[src/rtl/mem_ctrl.sv]
// Single-port asynchronous SRAM controller: one read or write in flight, a
// programmable number of wait cycles per access, and a one-cycle completion pulse.
module mem_ctrl #(
  parameter int MEM_ADDR_WIDTH = 16,
  parameter int DATA_WIDTH     = 16,
  parameter int WAIT_CYCLES    = 2
) (
  input  logic                      clk,
  input  logic                      rst,
  input  logic [MEM_ADDR_WIDTH-1:0] mem_addr,
  input  logic [DATA_WIDTH-1:0]     mem_data_in,
  input  logic                      mem_r_en,
  input  logic                      mem_w_en,
  output logic [DATA_WIDTH-1:0]     mem_data_out,
  output logic                      mem_rdy,
  output logic                      mem_cplt,
  output logic [MEM_ADDR_WIDTH-1:0] sram_addr,
  output logic [DATA_WIDTH-1:0]     sram_dq_out,
  input  logic [DATA_WIDTH-1:0]     sram_dq_in,
  output logic                      sram_dq_oe,
  output logic                      sram_ce_n,
  output logic                      sram_oe_n,
  output logic                      sram_we_n,
  output logic [1:0]                state_dbg
);

  typedef enum logic [1:0] {
    IDLE  = 2'd0,
    READ  = 2'd1,
    WRITE = 2'd2,
    DONE  = 2'd3
  } state_t;

  localparam logic [3:0] WAIT_LD = 4'(WAIT_CYCLES);

  state_t     state, state_next;
  logic [3:0] wait_cnt;
  logic       is_wr;
  logic       accept;

  // Handshake: a request is taken at a rising edge where mem_rdy=1 and either
  // strobe is high; strobes seen while mem_rdy=0 are ignored, never queued.
  assign accept    = (state == IDLE) && mem_rdy && (mem_r_en || mem_w_en);
  assign state_dbg = state;

  always_ff @(posedge clk or negedge rst) begin
    if (!rst) state <= IDLE;
    else      state <= state_next;
  end

  always_comb begin
    state_next = state;
    sram_ce_n  = 1'b1;
    sram_oe_n  = 1'b1;
    sram_we_n  = 1'b1;
    sram_dq_oe = 1'b0;
    mem_cplt   = 1'b0;
    case (state)
      IDLE: begin
        // Write wins when both strobes are high.
        if (accept) state_next = mem_w_en ? WRITE : READ;
      end
      READ: begin
        sram_ce_n = 1'b0;
        sram_oe_n = 1'b0;
        if (wait_cnt == 4'd0) state_next = DONE;
      end
      WRITE: begin
        sram_ce_n  = 1'b0;
        sram_we_n  = 1'b0;
        sram_dq_oe = 1'b1;
        if (wait_cnt == 4'd0) state_next = DONE;
      end
      DONE: begin
        // Keep driving write data one extra cycle as data hold time.
        sram_dq_oe = is_wr;
        mem_cplt   = 1'b1;
        state_next = IDLE;
      end
      default: state_next = IDLE;
    endcase
  end

  always_ff @(posedge clk or negedge rst) begin
    if (!rst) begin
      mem_rdy      <= 1'b0;
      mem_data_out <= '0;
      sram_addr    <= '0;
      sram_dq_out  <= '0;
      wait_cnt     <= 4'd0;
      is_wr        <= 1'b0;
    end else begin
      mem_rdy <= (state_next == IDLE);
      if (accept) begin
        sram_addr   <= mem_addr;
        sram_dq_out <= mem_data_in;
        wait_cnt    <= WAIT_LD;
        is_wr       <= mem_w_en;
      end
      // Counter saturates at zero; the exit edge is the one that sees zero.
      if ((state == READ || state == WRITE) && wait_cnt != 4'd0)
        wait_cnt <= wait_cnt - 4'd1;
      if (state == READ && wait_cnt == 4'd0)
        mem_data_out <= sram_dq_in;
    end
  end

endmodule

[config.mk]
export PLATFORM = sky130hd
export DESIGN_NAME = mem_ctrl
export DESIGN_NICKNAME = d
export VERILOG_FILES = /design/src/rtl/mem_ctrl.sv
export SDC_FILE = /design/constraint.sdc
export NUM_CORES = 1
export LEC_CHECK = 0
export BUFFER_PORTS_ARGS = -buffer_cell sky130_fd_sc_hd__clkbuf_2
export CAP_MARGIN = 20
export CORE_MARGIN = 5
export CORE_UTILIZATION = 40
export DETAILED_ROUTE_END_ITERATION = 6
export HOLD_SLACK_MARGIN = 0.03
export PLACE_DENSITY = 0.75
export SETUP_SLACK_MARGIN = 0.5
export SYNTH_ARGS = -nofsm -noshare
export SYNTH_HDL_FRONTEND = slang
export SYNTH_SLANG_ARGS = --single-unit
[constraint.sdc]
create_clock -name clk -period 1.85 [get_ports clk]
set_input_delay 0.0925 -clock clk [delete_from_list [all_inputs] [get_ports clk]]
set_output_delay 0.0925 -clock clk [all_outputs]
set_load 0.03 [all_outputs]
Word level (Yosys, flattened, before mapping)
Index checks and enable logic that the tools add are counted.
{"block": "op_classes", "n_addsub": 1, "n_mux": 11, "n_reduce_logical": 12, "n_lt_le_gt_ge": 0, "n_mul": 0, "div": 0, "bitwise_logic": 0, "shift": 0, "eq_ne": 3}
{"cell": "4-bit two-way mux", "n": 2}
{"cell": "2-bit two-way mux", "n": 3}
{"cell": "2-bit one-hot mux with 3 select lines", "n": 1}
{"cell": "2-bit equality test (second input constant)", "n": 2}
{"cell": "1-bit logical AND", "n": 4}
{"cell": "2-bit zero test", "n": 2}
{"cell": "4-bit zero test", "n": 1}
{"cell": "1-bit two-way mux", "n": 4}
{"cell": "4-bit nonzero test", "n": 1}
{"cell": "4-bit by 1-bit subtractor with 4-bit output (second input constant)", "n": 1}
{"cell": "2-bit by 1-bit equality test with 1-bit output (second input constant)", "n": 1}
{"cell": "1-bit logical OR", "n": 2}
{"cell": "1-bit one-hot mux with 2 select lines", "n": 1}
{"cell": "2-bit nonzero test", "n": 1}
{"cell": "2-bit OR reduction", "n": 1}
{"block": "word_totals", "word_cells": 34, "latch_bits": 0, "input_bits": 52, "memories": 0, "register_bits": 56, "romBits": 0, "ram_bits": 0}

Logic depth before layout (Yosys ltp)
Gate-level depths: netlist (run 1).
{"block": "depth", "ltp_word": 6, "mapped_depth": 7, "ltp_nobuf": 5}

Worst setup path after synthesis (run 1)
Ideal clock, no wire load.
{"block": "synth_path", "path_kind": "reg-to-reg", "start": "reg state[0], in the netlist state_dbg[0]", "end": "reg wait_cnt[0]", "path_stages_with_launch": 7, "path_slack_ns": -0.025, "setup_time_ns": 0.130, "arrival_ns": 1.744, "path_cell_list": "dfrtp_1 inv_1 ha_1 clkbuf_1 inv_1 o211ai_1 o21ai_0"}
{"block": "synth_between", "elab_chain_cells": 4, "elab_cells_between_ends": 9, "classes_between": "eq/ne (2); mux (1); reduce/logical (6)"}
{"element": "start: declaration", "line_no": "36", "source": "state_t state, state_next;"}
{"element": "start signal: assignment", "line_no": "48", "source": "else state <= state_next;"}
{"element": "2-bit by 1-bit equality test with 1-bit output, or another cell as far along", "line_no": "101", "source": "if ((state == READ || state == WRITE) && wait_cnt != 4'd0)"}
{"element": "1-bit logical OR / 1-bit logical AND (equally long branches)", "line_no": "101, 43"}
{"element": "1-bit logical AND (on tied branches)", "line_no": "101, 43"}
{"element": "4-bit two-way mux / 2-bit nonzero test (equally long branches)"}
{"element": "end signal: assignment", "line_no": "102", "source": "wait_cnt <= wait_cnt - 4'd1;"}
{"element": "end: declaration", "line_no": "37", "source": "logic [3:0] wait_cnt;"}
Several ways; a longest one is shown, not always the timed one.
A chain may end at the register's enable or synchronous reset.

Worst setup path after layout (run 1)
{"block": "layout_path", "start": "reg wait_cnt[1]", "end": "reg mem_data_out[14]"}
{"block": "layout_between", "elab_chain_cells": 2}
{"element": "4-bit zero test", "line_no": "103", "source": "if (state == READ && wait_cnt == 4'd0)"}
{"element": "1-bit logical AND", "line_no": "103"}
{"element": "end signal: assignment", "line_no": "104", "source": "mem_data_out <= sram_dq_in;"}
{"element": "end: declaration", "line_no": "14", "source": "output logic [DATA_WIDTH-1:0] mem_data_out,"}
No other way between the ends.

==> results of run 1 <==
[metrics by stage]
stage,utilization [%],instance area [µm²],TNS (ns),instances,worst slack (ns)
floorplan,-,2540,0,157,0.0526
global placement,53.7,3140,0,337,0.0127
detailed placement,53.7,3140,-0.0449,337,-0.0124
CTS,72.9,4260,0,420,0.110
global route,75.0,4390,0,427,0.0748
finish,75.0,4390,0,427,0.108
[sequential cells by signal (all words and copies together) (netlist names)]
register / cells
state_dbg: 2
mem_data_out: 16
is_wr: 1
wait_cnt: 4
sram_addr: 16
sram_dq_out: 16
mem_rdy: 1
[worst reg2reg max path, stage by stage (launching register included)]
cell     delay [ns]
dfrtp_1        0.41
inv_2          0.09
ha_4           0.12
or3b_4         0.41
nor2_8         0.15
buf_16         0.15
mux2_4         0.31
[Yosys cell counts (2+ instances only)]
cell       n
buf_2      3
clkbuf_1   2
dfrtp_1   56
ha_1       7
inv_1      8
mux2_2    38
mux2_4    10
mux2i_1    2
nand2_1    3
nand3_1    7
o211ai_1   2
o21ai_0    4
[final cells by class]
cell class	count	area share (%)
Tap cell	75	2.14
Sequential cell	56	32.0
Clock buffer	5	1.57
Timing Repair Buffer	194	36.7
Clock inverter	3	0.485
Multi-Input combinational cell	86	26.2
Inverter	8	0.969
[final timing paths]
| check | startpoint | to |
|---|---|---|
| worst max-delay path | wait_cnt[1] | mem_data_out[14] |
| worst min-delay path | mem_w_en | is_wr |
| worst max register to register | wait_cnt[1] | mem_data_out[14] |
| worst min register to register | sram_dq_out[10] | sram_dq_out[10] |
| max in group asynchronous | rst | state_dbg[0] |
| min in group asynchronous | rst | mem_data_out[10] |
[repair_timing]
| action | CTS | global route |
|---|---|---|
| hold endpoints to repair | 104 | 0 |
| pin swaps | 3 | 8 |
| setup buffers | 18 | 7 |
| gates resized for setup | 43 | 26 |
| gates cloned | 8 | 0 |
| hold buffers | 49 | 0 |
| endpoints found under the setup margin | 58 | 59 |
[report_power, final]
group / switching, mW / leakage (nW) / total (mW) / internal (mW)
logic: 2.74 / 1.53 / 5.47 / 2.73
registers: 0.423 / 0.657 / 2.27 / 1.85
clock network: 0.409 / 0.0445 / 0.679 / 0.270
total: 3.57 / 2.24 / 8.42 / 4.85
[layer usage]
layer / up-vias / part of all wire [%] / global-route usage (%) / wire, µm
li1: 946 / - / - / -
met1: 986 / 42 / 25.2 / 3200
met2: 75 / 49 / 36.3 / 3740
met3: 9 / 7.1 / 4.45 / 538
met4: 0 / 1.4 / 6.23 / 109
met5: - / 0 / 0 / 0
[kinds of logic after synthesis]
logic type               synth area share, %
flip-flops                              59.1
multiplexers                            25.2
AND/OR/NAND/NOR                         5.01
buffers and inverters                   3.53
AO/OA/AOI/OAI                           3.48
adder cells (fa/ha/maj)                 3.69
==> flow_metrics.py, run 1 <==
metrics = {
    "final_layout": {
        "multiInputGateArea_mm2": 0.00115,
        "antennaDiodeCount": 0,
        "fill_cells": 341,
        "fin_nets": 410,
        "seqCellArea_mm2": 0.00140,
        "final_cell_mix": "clkbuf_2, dfrtp_1, dlygate4sd3_1, mux2_4, buf_4",
        "drive_above_1_share_pct": 64.5,
        "area_delta_synth_final_pct": 85.0,
        "final_common_cell": "clkbuf_2",
    },
    "synthesis": {
        "synth_area_leaders": "dfrtp_1, mux2_2, mux2_4, ha_1, nand3_1",
        "netlist_area_mm2": 0.00237,
        "synth_top_area_share_pct": 59.1,
        "yosysWarnings": 0,
        "synthArstFlopShare_pct": 100,
        "yosysSeqAreaShare_pct": 59.1,
        "synthesis.instances": 157,
        "synth_flop_cell": "dfrtp_1",
        "synth_cell_types": 27,
        "synth-edff-count": 0,
        "synth_seq_cells": 56,
        "syn_area_per_cell_um2": 15.1,
        "synth_top_area_cell": "dfrtp_1",
        "syn_nets": 216,
    },
    "clocking": {
        "root_buffer": "clkbuf_8",
        "clk_latency_ns": 0.31,
        "clock-sinks": 56,
        "numCtsBuffers": 5,
        "clk_pin_slew_ns": 0.11,
        "cts_tree": "built",
        "clk_path_buf_depth": 2,
        "ctsHtreeMaxLevel": 2,
    },
    "sta": {
        "slew_headroom_pct": 54.1,
        "period_share_pct": 94.1,
        "clock.fmax_mhz": 574,
        "drv_slew": 0,
        "setup_viol": 0,
        "worstMarginPinSlew_ns": 0.688,
        "finalClockSkew_ns": 0.0142,
        "period_minus_slack_ns": 1.74,
        "rsz0062_at_grt": "true",
        "hold_viol": 0,
        "hold_slack_ns": 0.171,
    },
    "worst_setup_path": {
        "slowest_stage": "dfrtp_1",
        "cp_top_family": "simple AND/OR/NAND/NOR gates",
        "crit_arrival_ns": 1.95,
        "criticalPathCategory": "flop to flop",
        "required_ns": 2.06,
        "cp.depth": 6,
        "slowest_delay_ns": 0.41,
        "r2r_slack_ns": 0.11,
        "worst-r2r-cell-count": 6,
        "cp_max_fo": 8,
        "critPathCaptureType": "flop",
        "worstPathCellList": "inv_2, ha_4, or3b_4, nor2_8, buf_16, mux2_4",
        "worstPathBufferInverterCount": 2,
        "startpoint_type": "flop",
    },
    "worst_hold_path": {
        "hold_depth": 3,
        "min_path_type": "input port to flop",
    },
    "route": {
        "routed_wl_um": 7590,
        "drt_iter0_drc": 48,
        "drt.antenna.violating_nets": 0,
        "via_count": 2016,
        "drc": 0,
        "wl_per_cell_um": 17.8,
        "viasPerCell": 4.72,
        "dr.pass1.iters": 4,
    },
    "die": {
        "dieHeight_um": 87.0,
        "die_w_um": 87.0,
        "dieArea_mm2": 0.00757,
        "row_count": 28,
        "initial_core_util_pct": 40.5,
        "floorplan.io_pins": 108,
        "core_area_mm2": 0.00585,
    },
    "run": {
        "maxCapViolCount": 0,
    },
    "power": {
        "finalPower_mw": 8.42,
        "power_leakage_nw": 2.24,
        "ir_drop_mv": 1.23,
        "powerDensity_mw_per_mm2": 1920,
    },
    "grt": {
        "grtUsageTotal_pct": 20.6,
        "grt_pass1_vias": 2196,
        "grt_overflow": 0,
        "grt_max_degree": 57,
        "antenna_found_initial": 0,
        "grt_pass1_wl_um": 11800,
    },
    "status": {
        "outcome": "finished, final reports clean",
    },
    "place": {
        "gp_congestion": 0.801,
        "numPortBuffers": 107,
        "hpwl_um": 3970,
    },
}
Power figures use the tool's default switching activity.
==> inputs of run 2 (changes only) <==
--- a/config.mk
+++ b/config.mk
@@ -7,11 +7,13 @@
 export LEC_CHECK = 0
 export BUFFER_PORTS_ARGS = -buffer_cell sky130_fd_sc_hd__clkbuf_2
 export CAP_MARGIN = 20
+export CELL_PAD_IN_SITES_DETAIL_PLACEMENT = 0
+export CELL_PAD_IN_SITES_GLOBAL_PLACEMENT = 1
 export CORE_MARGIN = 5
-export CORE_UTILIZATION = 40
+export CORE_UTILIZATION = 33
 export DETAILED_ROUTE_END_ITERATION = 6
 export HOLD_SLACK_MARGIN = 0.03
-export PLACE_DENSITY = 0.75
+export PLACE_DENSITY = 0.78
 export SETUP_SLACK_MARGIN = 0.5
 export SYNTH_ARGS = -nofsm -noshare
 export SYNTH_HDL_FRONTEND = slang
==> run 2 against run 1 <==
Against the previous run: die area up 19%; global-route usage decreased by 5.2 points; setup slack better by 0.022 ns; critical endpoint is now mem_data_out[3]; non-clock buffer count is 3 lower; critical path depth is the same; critical path type unchanged; sequential share of layout area increased by 0.36 points; register-to-register slack better by 0.02 ns; via count is 2.2% lower; sequential power is 2% lower; count of clock-buffer cells in the layout unchanged.
==> flow_metrics.py, run 2 (same netlist as run 1, synthesis figures left out) <==
metrics = {
    "worst_hold_path": {
        "hold_depth": 3,
        "holdPathEnd": "is_wr",
        "min_path_type": "input port to flop",
        "hp-start": "mem_w_en",
    },
    "route": {
        "via_count": 1971,
        "wl_per_cell_um": 15.7,
        "drt.antenna.violating_nets": 0,
        "drc": 0,
        "drt_iter0_drc": 44,
        "viasPerCell": 4.40,
        "routed_wl_um": 7030,
        "dr.pass1.iters": 4,
    },
    "grt": {
        "grt_max_degree": 57,
        "grt_overflow": 0,
        "grt_pass1_wl_um": 10500,
        "grtUsageTotal_pct": 15.4,
        "antenna_found_initial": 0,
        "grt_pass1_vias": 2039,
    },
    "final_layout": {
        "final_core_util_pct": 60.8,
        "final_cell_mix": "clkbuf_2, dfrtp_1, dlygate4sd3_1, mux2_4",
        "reg.largest.list": "mem_data_out (16), sram_addr (16), sram_dq_out (16)",
        "fill_cells": 567,
        "final_common_cell": "clkbuf_2",
        "drive_above_1_share_pct": 62.8,
        "area_delta_synth_final_pct": 83.0,
        "antennaDiodeCount": 0,
        "fin_nets": 407,
    },
    "sta": {
        "worstMarginPinSlew_ns": 0.704,
        "rsz0062_at_grt": "true",
        "period_minus_slack_ns": 1.72,
        "hold_viol": 0,
        "slew_headroom_pct": 53.1,
        "setup_tns_ns": 0,
        "drv_slew": 0,
        "finalClockSkew_ns": 0.00867,
        "setup_viol": 0,
        "period_share_pct": 92.9,
        "clock.fmax_mhz": 582,
    },
    "clocking": {
        "clk_path_buf_depth": 2,
        "cts_tree": "built",
        "clk_latency_ns": 0.31,
        "clk_pin_slew_ns": 0.11,
        "clock-sinks": 56,
        "root_buffer": "clkbuf_8",
        "numCtsBuffers": 5,
        "ctsHtreeMaxLevel": 2,
    },
    "die": {
        "initial_core_util_pct": 33.2,
        "die_w_um": 94.8,
        "row_count": 31,
        "dieArea_mm2": 0.00898,
        "dieHeight_um": 94.8,
        "core_area_mm2": 0.00714,
        "floorplan.io_pins": 108,
    },
    "worst_setup_path": {
        "criticalPathCategory": "flop to flop",
        "worst-r2r-cell-count": 6,
        "critPathCaptureType": "flop",
        "worstReg2RegEnd": "mem_data_out[3]",
        "startpoint_type": "flop",
        "crit_arrival_ns": 1.93,
        "r2r-start": "wait_cnt[1]",
        "cp_max_fo": 4,
        "r2r_slack_ns": 0.13,
        "required_ns": 2.06,
    },
    "run": {
        "maxCapViolCount": 0,
    },
    "power": {
        "power_leakage_nw": 2.20,
        "powerDensity_mw_per_mm2": 1870,
        "ir_drop_mv": 0.942,
    },
    "place": {
        "hpwl_um": 3910,
        "numPortBuffers": 107,
        "gp_congestion": 0.736,
    },
    "status": {
        "outcome": "finished, final reports clean",
    },
}
==> run 2: how the worst max path moves through the flow <==
stage | startpoint | to
after floorplan | wait_cnt[0] | mem_data_out[10]
after global placement | wait_cnt[1] | mem_data_out[0]
after detailed placement | wait_cnt[1] | mem_data_out[0]
after CTS | wait_cnt[0] | mem_data_out[2]
after global routing | wait_cnt[0] | mem_data_out[15]
final | wait_cnt[1] | mem_data_out[3]
==> run 2: metal layers <==
metal  wire, µm  vias up  global-route usage (%)
li1           -      940                       -
met1       3010      955                    19.8
met2       3470       64                    25.7
met3        415       12                    3.59
met4        132        0                    4.57
met5          0        -                       0
==> run 2: final cells by class <==
class	instances	area, µm²	share of cell area [%]
timing repair buffer	191	1580	36.4
sequential	56	1400	32.3
multi-input combinational	86	1100	25.3
tap	99	124	2.85
clock buffer	5	68.8	1.59
inverter	8	40.0	0.922
clock inverter	3	22.5	0.519
==> run 2: critical path, cell delays in order (launching register included) <==
cell and delay (ns):
dfrtp_1 0.41, inv_2 0.08, ha_4 0.12, or3b_4 0.41
nor2_8 0.15, clkbuf_16 0.17, mux2_4 0.29
==> run 2: power breakdown <==
| part | internal (mW) | switching (mW) | leakage [nW] |
|---|---|---|---|
| Combinational | 2.57 | 2.63 | 1.50 |
| Clock | 0.273 | 0.421 | 0.0485 |
| Sequential | 1.85 | 0.385 | 0.657 |
==> run 2: per-stage QoR <==
stage / hold WS, ns / setup slack (ns) / area [µm²] / total power [mW] / std cells
after detailed placement: 0.274 / 0.0266 / 3210 / 6.19 / 362
after global routing: 0.202 / 0.0855 / 4340 / 8.53 / 448
after global placement: 0.277 / 0.0710 / 3210 / 6.15 / 362
final: 0.180 / 0.131 / 4340 / 8.13 / 448
after floorplan: -0.203 / 0.0526 / 2540 / 5.16 / 157
after CTS: 0.157 / 0.142 / 4130 / 7.82 / 439
==> run 2: repair_timing <==
action                                  CTS  global route
gates resized for setup                  27            28
endpoints found under the setup margin   58            59
pin swaps                                 1             4
endpoints found under the hold margin   104             0
buffers inserted                         14             7
hold buffers                             49             0
gates cloned                              6             2
==> inputs of run 3 (changes only) <==
--- a/config.mk
+++ b/config.mk
@@ -10,10 +10,11 @@
 export CELL_PAD_IN_SITES_DETAIL_PLACEMENT = 0
 export CELL_PAD_IN_SITES_GLOBAL_PLACEMENT = 1
 export CORE_MARGIN = 5
-export CORE_UTILIZATION = 33
+export CORE_UTILIZATION = 36
+export CTS_CLUSTER_DIAMETER = 50
 export DETAILED_ROUTE_END_ITERATION = 6
 export HOLD_SLACK_MARGIN = 0.03
-export PLACE_DENSITY = 0.78
+export PLACE_DENSITY = 0.81
 export SETUP_SLACK_MARGIN = 0.5
 export SYNTH_ARGS = -nofsm -noshare
 export SYNTH_HDL_FRONTEND = slang
==> constraint.sdc (replaced) <==
create_clock -name clk -period 1.9 [get_ports clk]
set_input_delay 0.095 -clock clk [delete_from_list [all_inputs] [get_ports clk]]
set_output_delay 0.095 -clock clk [all_outputs]
set_load 0.03 [all_outputs]
==> run 3 against run 2 <==
Against the previous run: global-route usage grew 0.32 points; design area shrank 3.4%; sequential share of layout area increased by 1.1 points; via count down 1.0%; register-to-register slack gained 0.03 ns; count of clock-buffer cells in the layout stayed put; flip-flop and latch count is the same; die area decreased by 7.5%; critical path type unchanged; critical endpoint is now mem_data_out[14].
==> flow_metrics.py, run 3 (same netlist as run 1, synthesis figures left out) <==
metrics = {
    "power": {
        "ir_drop_mv": 1.13,
        "power_leakage_nw": 2.15,
        "powerDensity_mw_per_mm2": 1800,
    },
    "worst_setup_path": {
        "worstReg2RegEnd": "mem_data_out[14]",
        "cp_top_family": "simple AND/OR/NAND/NOR gates",
        "worst-r2r-cell-count": 6,
        "r2r-start": "wait_cnt[0]",
        "worstPathBufferInverterCount": 2,
        "cp_max_fo": 6,
        "required_ns": 2.10,
        "slowest_delay_ns": 0.41,
        "r2r_slack_ns": 0.16,
        "critPathCaptureType": "flop",
        "criticalPathCategory": "flop to flop",
        "startpoint_type": "flop",
        "worstPathCellList": "inv_2, ha_4, or3b_4, nor2_8, buf_6, mux2_4",
        "crit_arrival_ns": 1.94,
        "slowest_stage": "or3b_4",
        "timing.critical_path.from": "wait_cnt[0]",
    },
    "worst_hold_path": {
        "holdPathEnd": "is_wr",
        "hold_depth": 3,
        "min_path_type": "input port to flop",
        "hp-start": "mem_w_en",
    },
    "place": {
        "placed_cell_area_mm2": 0.00315,
        "gp_congestion": 0.781,
        "dpl.cell_count": 339,
        "place_ws_ns": -0.0288,
        "hpwl_um": 4030,
        "numPortBuffers": 107,
    },
    "sta": {
        "setup_viol": 0,
        "rsz0062_at_grt": "true",
        "worstMarginPinSlew_ns": 0.595,
        "setup_tns_ns": 0,
        "slew_headroom_pct": 60.3,
        "period_minus_slack_ns": 1.74,
        "hold_viol": 0,
        "period_share_pct": 91.5,
        "hold_slack_ns": 0.170,
        "drv_slew": 0,
        "clock.fmax_mhz": 575,
        "layout_setup_ws_ns": 0.162,
        "finalClockSkew_ns": 0.0130,
    },
    "run": {
        "maxCapViolCount": 0,
    },
    "grt": {
        "grt_pass1_vias": 2118,
        "grtUsageTotal_pct": 15.7,
        "grt_pass1_wl_um": 10700,
        "grt_overflow": 0,
        "antenna_found_initial": 0,
        "grt_max_degree": 35,
    },
    "clocking": {
        "ctsHtreeMaxLevel": 2,
        "root_buffer": "clkbuf_8",
        "clk_pin_slew_ns": 0.10,
        "clk_latency_ns": 0.31,
        "cts_tree": "built",
        "clk_path_buf_depth": 2,
        "numCtsBuffers": 5,
        "clock-sinks": 56,
    },
    "final_layout": {
        "final_common_cell": "clkbuf_2",
        "area_delta_synth_final_pct": 76.7,
        "final_cell_mix": "clkbuf_2, dfrtp_1, dlygate4sd3_1, mux2_4, buf_4",
        "antennaDiodeCount": 0,
        "fill_cells": 459,
        "reg.largest.list": "mem_data_out (16), sram_addr (16), sram_dq_out (16)",
        "stdcell_area_mm2": 0.00419,
        "fin_nets": 405,
        "drive_above_1_share_pct": 62.5,
        "final_cells": 424,
    },
    "route": {
        "dr.pass1.iters": 4,
        "top_layer": "met4",
        "drt-met1-wl_um": 2540,
        "wl_met2_um": 3540,
        "met3WireLength_um": 373,
        "drc": 0,
        "viasPerCell": 4.60,
        "wl_per_cell_um": 15.6,
        "routed_wl_um": 6600,
        "drt.antenna.violating_nets": 0,
        "drt_iter0_drc": 81,
        "via_count": 1951,
    },
    "die": {
        "floorplan.io_pins": 108,
        "initial_core_util_pct": 37.1,
        "dieArea_mm2": 0.00831,
        "core_area_mm2": 0.00639,
        "row_count": 29,
        "dieHeight_um": 91.2,
        "die_w_um": 91.2,
    },
    "status": {
        "outcome": "finished, final reports clean",
    },
}
run 3: cell count changes in the layout (fill, tap and decap cells not counted), sizes merged:
cell	delta
clkinv	-1
clkbuf	+1
clkinvlp	+1
buf	-3
run 3: what timing repair did:
item                                    in CTS  in global routing
hold endpoints to repair                    70                  0
hold buffers                                49                  0
endpoints found under the setup margin      58                 58
buffers inserted                            18                  7
pin swaps                                    3                  4
gates resized for setup                     28                 26
cloned                                       3                  0
run 3: layer usage:
metal	track usage, %	up-vias
met5	0	-
met1	18.5	929
met2	28.1	71
met4	5.13	0
li1	-	937
met3	3.55	14
run 3: worst max path at each step:
stage | endpoint | depth (start not counted)
2_1_floorplan | mem_data_out[10] | 7
3_3_place_gp | mem_data_out[15] | 5
3_5_place_dp | mem_data_out[15] | 5
4_1_cts | mem_data_out[5] | 6
5_1_grt | mem_data_out[14] | 6
6_report | mem_data_out[14] | 6
run 3: cell type report:
cell class | count | area (µm²) | area share (%)
Tap cell | 77 | 96.3 | 2.30
Inverter | 8 | 42.5 | 1.01
Timing Repair Buffer | 189 | 1460 | 34.7
Clock buffer | 5 | 68.8 | 1.64
Sequential cell | 56 | 1400 | 33.5
Multi-Input combinational cell | 86 | 1100 | 26.4
Clock inverter | 3 | 21.3 | 0.507
run 3: stage by stage:
step                utilization, %  power (mW)
floorplan                        -        4.94
global placement              49.3        5.92
detailed placement            49.3        5.98
CTS                           63.2        7.33
global route                  65.7        7.95
finish                        65.7        7.56
run 3: worst min-delay path, cell delays in order:
cell      delay [ns]
clkbuf_2        0.11
nand3_1         0.15
o21ai_0         0.10
run 3: where the power goes:
group	internal [mW]	switching (mW)
clock network	0.262	0.390
registers	1.80	0.378
logic	2.28	2.45
